`src/rtl/qam_frame_sequencer.sv`:
```
// Frame sequencer ahead of the 16-QAM mapper: header injection, payload forwarding,
// return snooping and mapper reset pulse. Optional DRAIN watchdog: define QAM_SEQ_TIMEOUT_EN.
module qam_frame_sequencer #(
    parameter int          DATA_WIDTH = 64,
    parameter int          LEN_WIDTH  = 16,
    parameter logic [15:0] HDR_TAG    = 16'hFFFF,
    parameter int          RST_CYCLES = 4
`ifdef QAM_SEQ_TIMEOUT_EN
    ,
    parameter int          TIMEOUT_CYCLES = 1024
`endif
) (
    input  logic                  axi_clk,
    input  logic                  axi_reset,
    input  logic                  cfg_start,
    input  logic [LEN_WIDTH-1:0]  cfg_len,
    input  logic [47:0]           cfg_hdr_lo,
    output logic                  busy,
    output logic                  done,
    output logic                  cfg_err,
    output logic                  stat_last_mismatch,
`ifdef QAM_SEQ_TIMEOUT_EN
    output logic                  stat_timeout,
`endif
    input  logic                  s_axis_valid,
    input  logic [DATA_WIDTH-1:0] s_axis_data,
    input  logic                  s_axis_last,
    output logic                  s_axis_ready,
    output logic                  m_axis_valid,
    output logic [DATA_WIDTH-1:0] m_axis_data,
    output logic                  m_axis_last,
    input  logic                  m_axis_ready,
    input  logic                  r_axis_valid,
    input  logic                  r_axis_ready,
    output logic                  qam_rst_n
);

    localparam logic [2:0] IDLE  = 3'd0;
    localparam logic [2:0] HDR   = 3'd1;
    localparam logic [2:0] PAY   = 3'd2;
    localparam logic [2:0] DRAIN = 3'd3;
    localparam logic [2:0] FLUSH = 3'd4;

    localparam int FW = $clog2(RST_CYCLES + 1);

    logic [2:0]           state;
    logic [LEN_WIDTH-1:0] len_q;
    logic [47:0]          hdr_lo_q;
    logic [LEN_WIDTH-1:0] pay_cnt;
    logic [LEN_WIDTH:0]   ret_cnt;
    logic [FW-1:0]        flush_cnt;
    logic                 last_word;
    logic                 s_fire;
    logic                 r_fire;
    logic                 ret_done;

`ifdef QAM_SEQ_TIMEOUT_EN
    localparam int TW = $clog2(TIMEOUT_CYCLES + 1);
    logic [TW-1:0] to_cnt;
`endif

    assign last_word = (pay_cnt == len_q - LEN_WIDTH'(1));
    assign s_fire    = s_axis_valid & s_axis_ready;
    assign r_fire    = r_axis_valid & r_axis_ready;
    assign ret_done  = (ret_cnt == {1'b0, len_q} + (LEN_WIDTH + 1)'(1));
    assign busy      = (state != IDLE);
    assign qam_rst_n = ~(axi_reset | (state == FLUSH));

    // NOTE: every output gets a default first so no path through the case infers a latch.
    always_comb begin
        s_axis_ready = 1'b0;
        m_axis_valid = 1'b0;
        m_axis_last  = 1'b0;
        m_axis_data  = DATA_WIDTH'({HDR_TAG, hdr_lo_q});
        case (state)
            HDR: m_axis_valid = 1'b1;
            PAY: begin
                m_axis_valid = s_axis_valid;
                s_axis_ready = m_axis_ready;
                m_axis_data  = s_axis_data;
                m_axis_last  = last_word;
            end
            default: ;
        endcase
    end

    // NOTE: all state below uses non-blocking assignments so every register samples pre-edge values.
    always_ff @(posedge axi_clk) begin
        if (axi_reset) begin
            state              <= IDLE;
            len_q              <= '0;
            hdr_lo_q           <= '0;
            pay_cnt            <= '0;
            ret_cnt            <= '0;
            flush_cnt          <= '0;
            done               <= 1'b0;
            cfg_err            <= 1'b0;
            stat_last_mismatch <= 1'b0;
`ifdef QAM_SEQ_TIMEOUT_EN
            to_cnt             <= '0;
            stat_timeout       <= 1'b0;
`endif
        end else begin
            done    <= 1'b0;
            cfg_err <= 1'b0;

            // Returns can overlap PAY, so they are counted from header entry onward.
            if ((state == HDR || state == PAY || state == DRAIN) && r_fire)
                ret_cnt <= ret_cnt + 1'b1;

            case (state)
                IDLE: begin
                    if (cfg_start) begin
                        if (cfg_len != '0) begin
                            len_q              <= cfg_len;
                            hdr_lo_q           <= cfg_hdr_lo;
                            pay_cnt            <= '0;
                            ret_cnt            <= '0;
                            flush_cnt          <= '0;
                            stat_last_mismatch <= 1'b0;
`ifdef QAM_SEQ_TIMEOUT_EN
                            to_cnt             <= '0;
                            stat_timeout       <= 1'b0;
`endif
                            state              <= HDR;
                        end else begin
                            cfg_err <= 1'b1;
                        end
                    end
                end
                HDR: begin
                    if (m_axis_ready)
                        state <= PAY;
                end
                PAY: begin
                    if (s_fire) begin
                        pay_cnt <= pay_cnt + 1'b1;
                        if (s_axis_last != last_word)
                            stat_last_mismatch <= 1'b1;
                        if (last_word)
                            state <= DRAIN;
                    end
                end
                DRAIN: begin
                    if (ret_done) begin
                        state     <= FLUSH;
                        flush_cnt <= FW'(RST_CYCLES);
                    end
`ifdef QAM_SEQ_TIMEOUT_EN
                    else if (r_fire) begin
                        to_cnt <= '0;
                    end else if (to_cnt == TW'(TIMEOUT_CYCLES - 1)) begin
                        stat_timeout <= 1'b1;
                        state        <= FLUSH;
                        flush_cnt    <= FW'(RST_CYCLES);
                    end else begin
                        to_cnt <= to_cnt + 1'b1;
                    end
`endif
                end
                FLUSH: begin
                    flush_cnt <= flush_cnt - 1'b1;
                    if (flush_cnt == FW'(1)) begin
                        state <= IDLE;
                        done  <= 1'b1;
                    end
                end
                default: state <= IDLE;
            endcase
        end
    end

endmodule

```
`config.mk`:
```
export PLATFORM = sky130hd
export DESIGN_NAME = qam_frame_sequencer
export DESIGN_NICKNAME = d
export VERILOG_FILES = /design/src/rtl/qam_frame_sequencer.sv
export SDC_FILE = /design/constraint.sdc
export NUM_CORES = 1
export LEC_CHECK = 0
export BUFFER_PORTS_ARGS = -buffer_cell sky130_fd_sc_hd__buf_4
export CAP_MARGIN = 20
export CORE_MARGIN = 2
export CORE_UTILIZATION = 55
export CTS_CLUSTER_SIZE = 24
export DETAILED_ROUTE_END_ITERATION = 10
export PLACE_DENSITY = 0.87
export SYNTH_ARGS = -nofsm -noshare
export SYNTH_HDL_FRONTEND = slang
export SYNTH_SLANG_ARGS = --single-unit
```
`constraint.sdc`:
```
create_clock -name axi_clk -period 5.75 [get_ports axi_clk]
set_input_delay 0.575 -clock axi_clk [delete_from_list [all_inputs] [get_ports axi_clk]]
set_output_delay 0.575 -clock axi_clk [all_outputs]
set_load 0.02 [all_outputs]
```
==> flow_summary.toml <==
[run_status]
run_status = "finished, final reports clean"

[yosys]
yosysSeqAreaShare_pct = 35.1
postSynth.topFlopCell = "dfxtp_1"
syn_area_per_cell_um2 = 6.95
syn-num-nets = 1012
yosys_warnings = 0
synth_cell_type_count = 56
yosys_register_bits = 106
async_flop_share_pct = 0
synth_edf_count = 0
syn_area_um2 = 6050
synthCells = 870

[timing]
finalCritPeriodShare_pct = 64.5
rsz0062_at_grt = "false"
max_freq_mhz = 270
setup_viol = 0
final.setup.tns_ns = 0
finalClockSkew_ns = 0.0111
finalHoldViolCount = 0
tightest_slew_ns = 0.802
fin_ws_ns = 2.04
drv_slew = 0
relSlewSlack_pct = 46.5
fin_crit_ns = 3.71

[placed_design]
post-place-ws_ns = 2.37
hpwl_mm = 13.0
place_congestion = 0.880
io_buffers = 207

[route]
drtAntennaViolNets = 0
viasPerCell = 5.49
via_count = 6464
drt_iter0_drc = 357
first_pass_iters = 5
drt_wl_total_mm = 17.7
wl_per_cell_um = 15.0
post-route-drc-count = 0

[cells_and_area]
layout_common_cells = "nand2_1 (307), buf_4 (210), dfxtp_1 (106)"
fillCellCount = 888
final_common_cell = "nand2_1"
diodes = 0
syn2layout_area_growth_pct = 28.5
nets = 1175
layout-drive-gt1-share_pct = 22.9

[power_and_ir_drop]
ir_worst_vdd_v = 0.000136
pwr_density_cell_nw_per_um2 = 229
p_leak_nw = 3.36

[cts]
hold_buffers = 0
insertion_delay_ns = 0.37
clkTransAtPathRegs_ns = 0.11
cts_buffers = 9
cts_tree = "built"
numClockSinks = 106
cts_setup_buffers = 0
htreeDepth = 3
ctsResizeCount = 0
clk_path_buf_depth = 2
clockRootBuffer = "clkbuf_8"

[floorplan]
core_um2 = 10800
start_util_pct = 56.1
die_w_um = 109
dieArea_um2 = 11900
fp-row-count = 38
die_h_um = 109
io_pins = 208

[grt]
grt_max_degree = 77
grt_use_total_pct = 29.4
grt_pass1_wl_mm = 27.6
first_global_vias = 5836
gr-total-overflow = 0
antenna_found_initial = 0

[critical_path]
worst_r2r_path_depth = 8
crit_arrival_ns = 3.14
cp_max_fo = 12
crit_path_end_kind = "output pin"
worstPathRequired_ns = 5.18
path_class = "reg -> out"
critPathLaunchType = "flop"

[hold_path]
hold_path_depth = 3
hp-class = "in -> reg"

[flow_run]
maxCapViolCount = 0
state kept, by name (all words and copies together) (netlist names), 3 cells and up:
register / flops
flush_cnt: 3
pay_cnt: 16
hdr_lo_q: 48
ret_cnt: 17
len_q: 16
state: 3
cell usage after synthesis, types with 3 or more instances:
master      n  area (µm²)
nor4_1     16         100
inv_1      13        48.8
nor4b_1     3        26.3
nor3_1     17        85.1
and4_1      3        26.3
nand4_1    16         100
a31oi_1     9        56.3
nand3_1    19        95.1
or3_1      12        75.1
nor2_1     39         146
and2_1      6        37.5
dfxtp_1   106        2120
and3_1      7        43.8
nand2_1   307        1150
mux2i_1     4        40.0
xnor2_1    40         350
nor3b_1     4        30.0
ha_1        6        75.1
nand2b_1   21         131
nor2b_1     8        50.1
xor2_1     21         184
nand3b_1    5        37.5
buf_1       9        33.8
buf_2       3        15.0
a21oi_1    83         415
o21ai_0    12        60.1
clkbuf_1   45         169
cell families (layout without fill, tap and decap cells):
family          after synthesis  in the layout  share of synthesized area (%)
compound gates              125            125                           11.8
xor+xnor                     61             61                           8.83
fa+ha+maj                     6              6                           1.24
buf+inv                      73            241                           4.86
flops                       106            106                           35.1
mux                           5              5                          0.848
simple gates                494            494                           37.3
cell type report:
type | count | area, µm² | share of cell area, %
multi-input combinational | 691 | 3650 | 46.9
sequential | 106 | 2120 | 27.3
timing repair buffer | 212 | 1610 | 20.7
tap | 140 | 175 | 2.25
clock buffer | 11 | 131 | 1.69
inverter | 13 | 48.8 | 0.627
clock inverter | 5 | 42.5 | 0.547
path summary, 6_finish.rpt:
kind / slack [ns] / endpoint / startpoint
setup reg to reg: 2.75 / flush_cnt[0] / len_q[0]
hold reg to reg: 0.46 / hdr_lo_q[2] / hdr_lo_q[2]
hold / removal: 0.44 / hdr_lo_q[15] / cfg_hdr_lo[15]
setup / recovery: 2.04 / m_axis_last / len_q[0]
where the power goes:
| group | internal, mW | total (mW) | switching, mW |
|---|---|---|---|
| sequential | 0.774 | 0.822 | 0.0482 |
| combinational | 0.233 | 0.529 | 0.297 |
| clock | 0.166 | 0.432 | 0.267 |
| total | 1.17 | 1.78 | 0.612 |
critical path: stages (launching register included):
cell and delay [ns]:
dfxtp_1 0.45, inv_1 0.13, ha_1 0.27, or4b_1 0.53
o31a_1 0.30, nor4b_2 0.30, nor3_2 0.10, nor4_4 0.38
and2_1 0.18, buf_4 0.14
layer usage:
layer	global-route usage, %	wire (µm)
met1	34.7	7060
met3	10.0	1370
met2	49.5	8810
met4	10.8	486
met5	0	0
through the flow:
stage	cells	power (mW)	util (%)	cell area, µm²	hold WS, ns
after CTS	1176	1.78	71.7	7740	0.420
after global routing	1178	1.88	72.1	7780	0.417
after detailed placement	1160	1.36	70.1	7570	0.447
final	1178	1.78	72.1	7780	0.435
after global placement	1160	1.35	70.1	7570	0.442
after floorplan	870	1.15	-	6050	0.437
(Power assumes the default switching activity.)
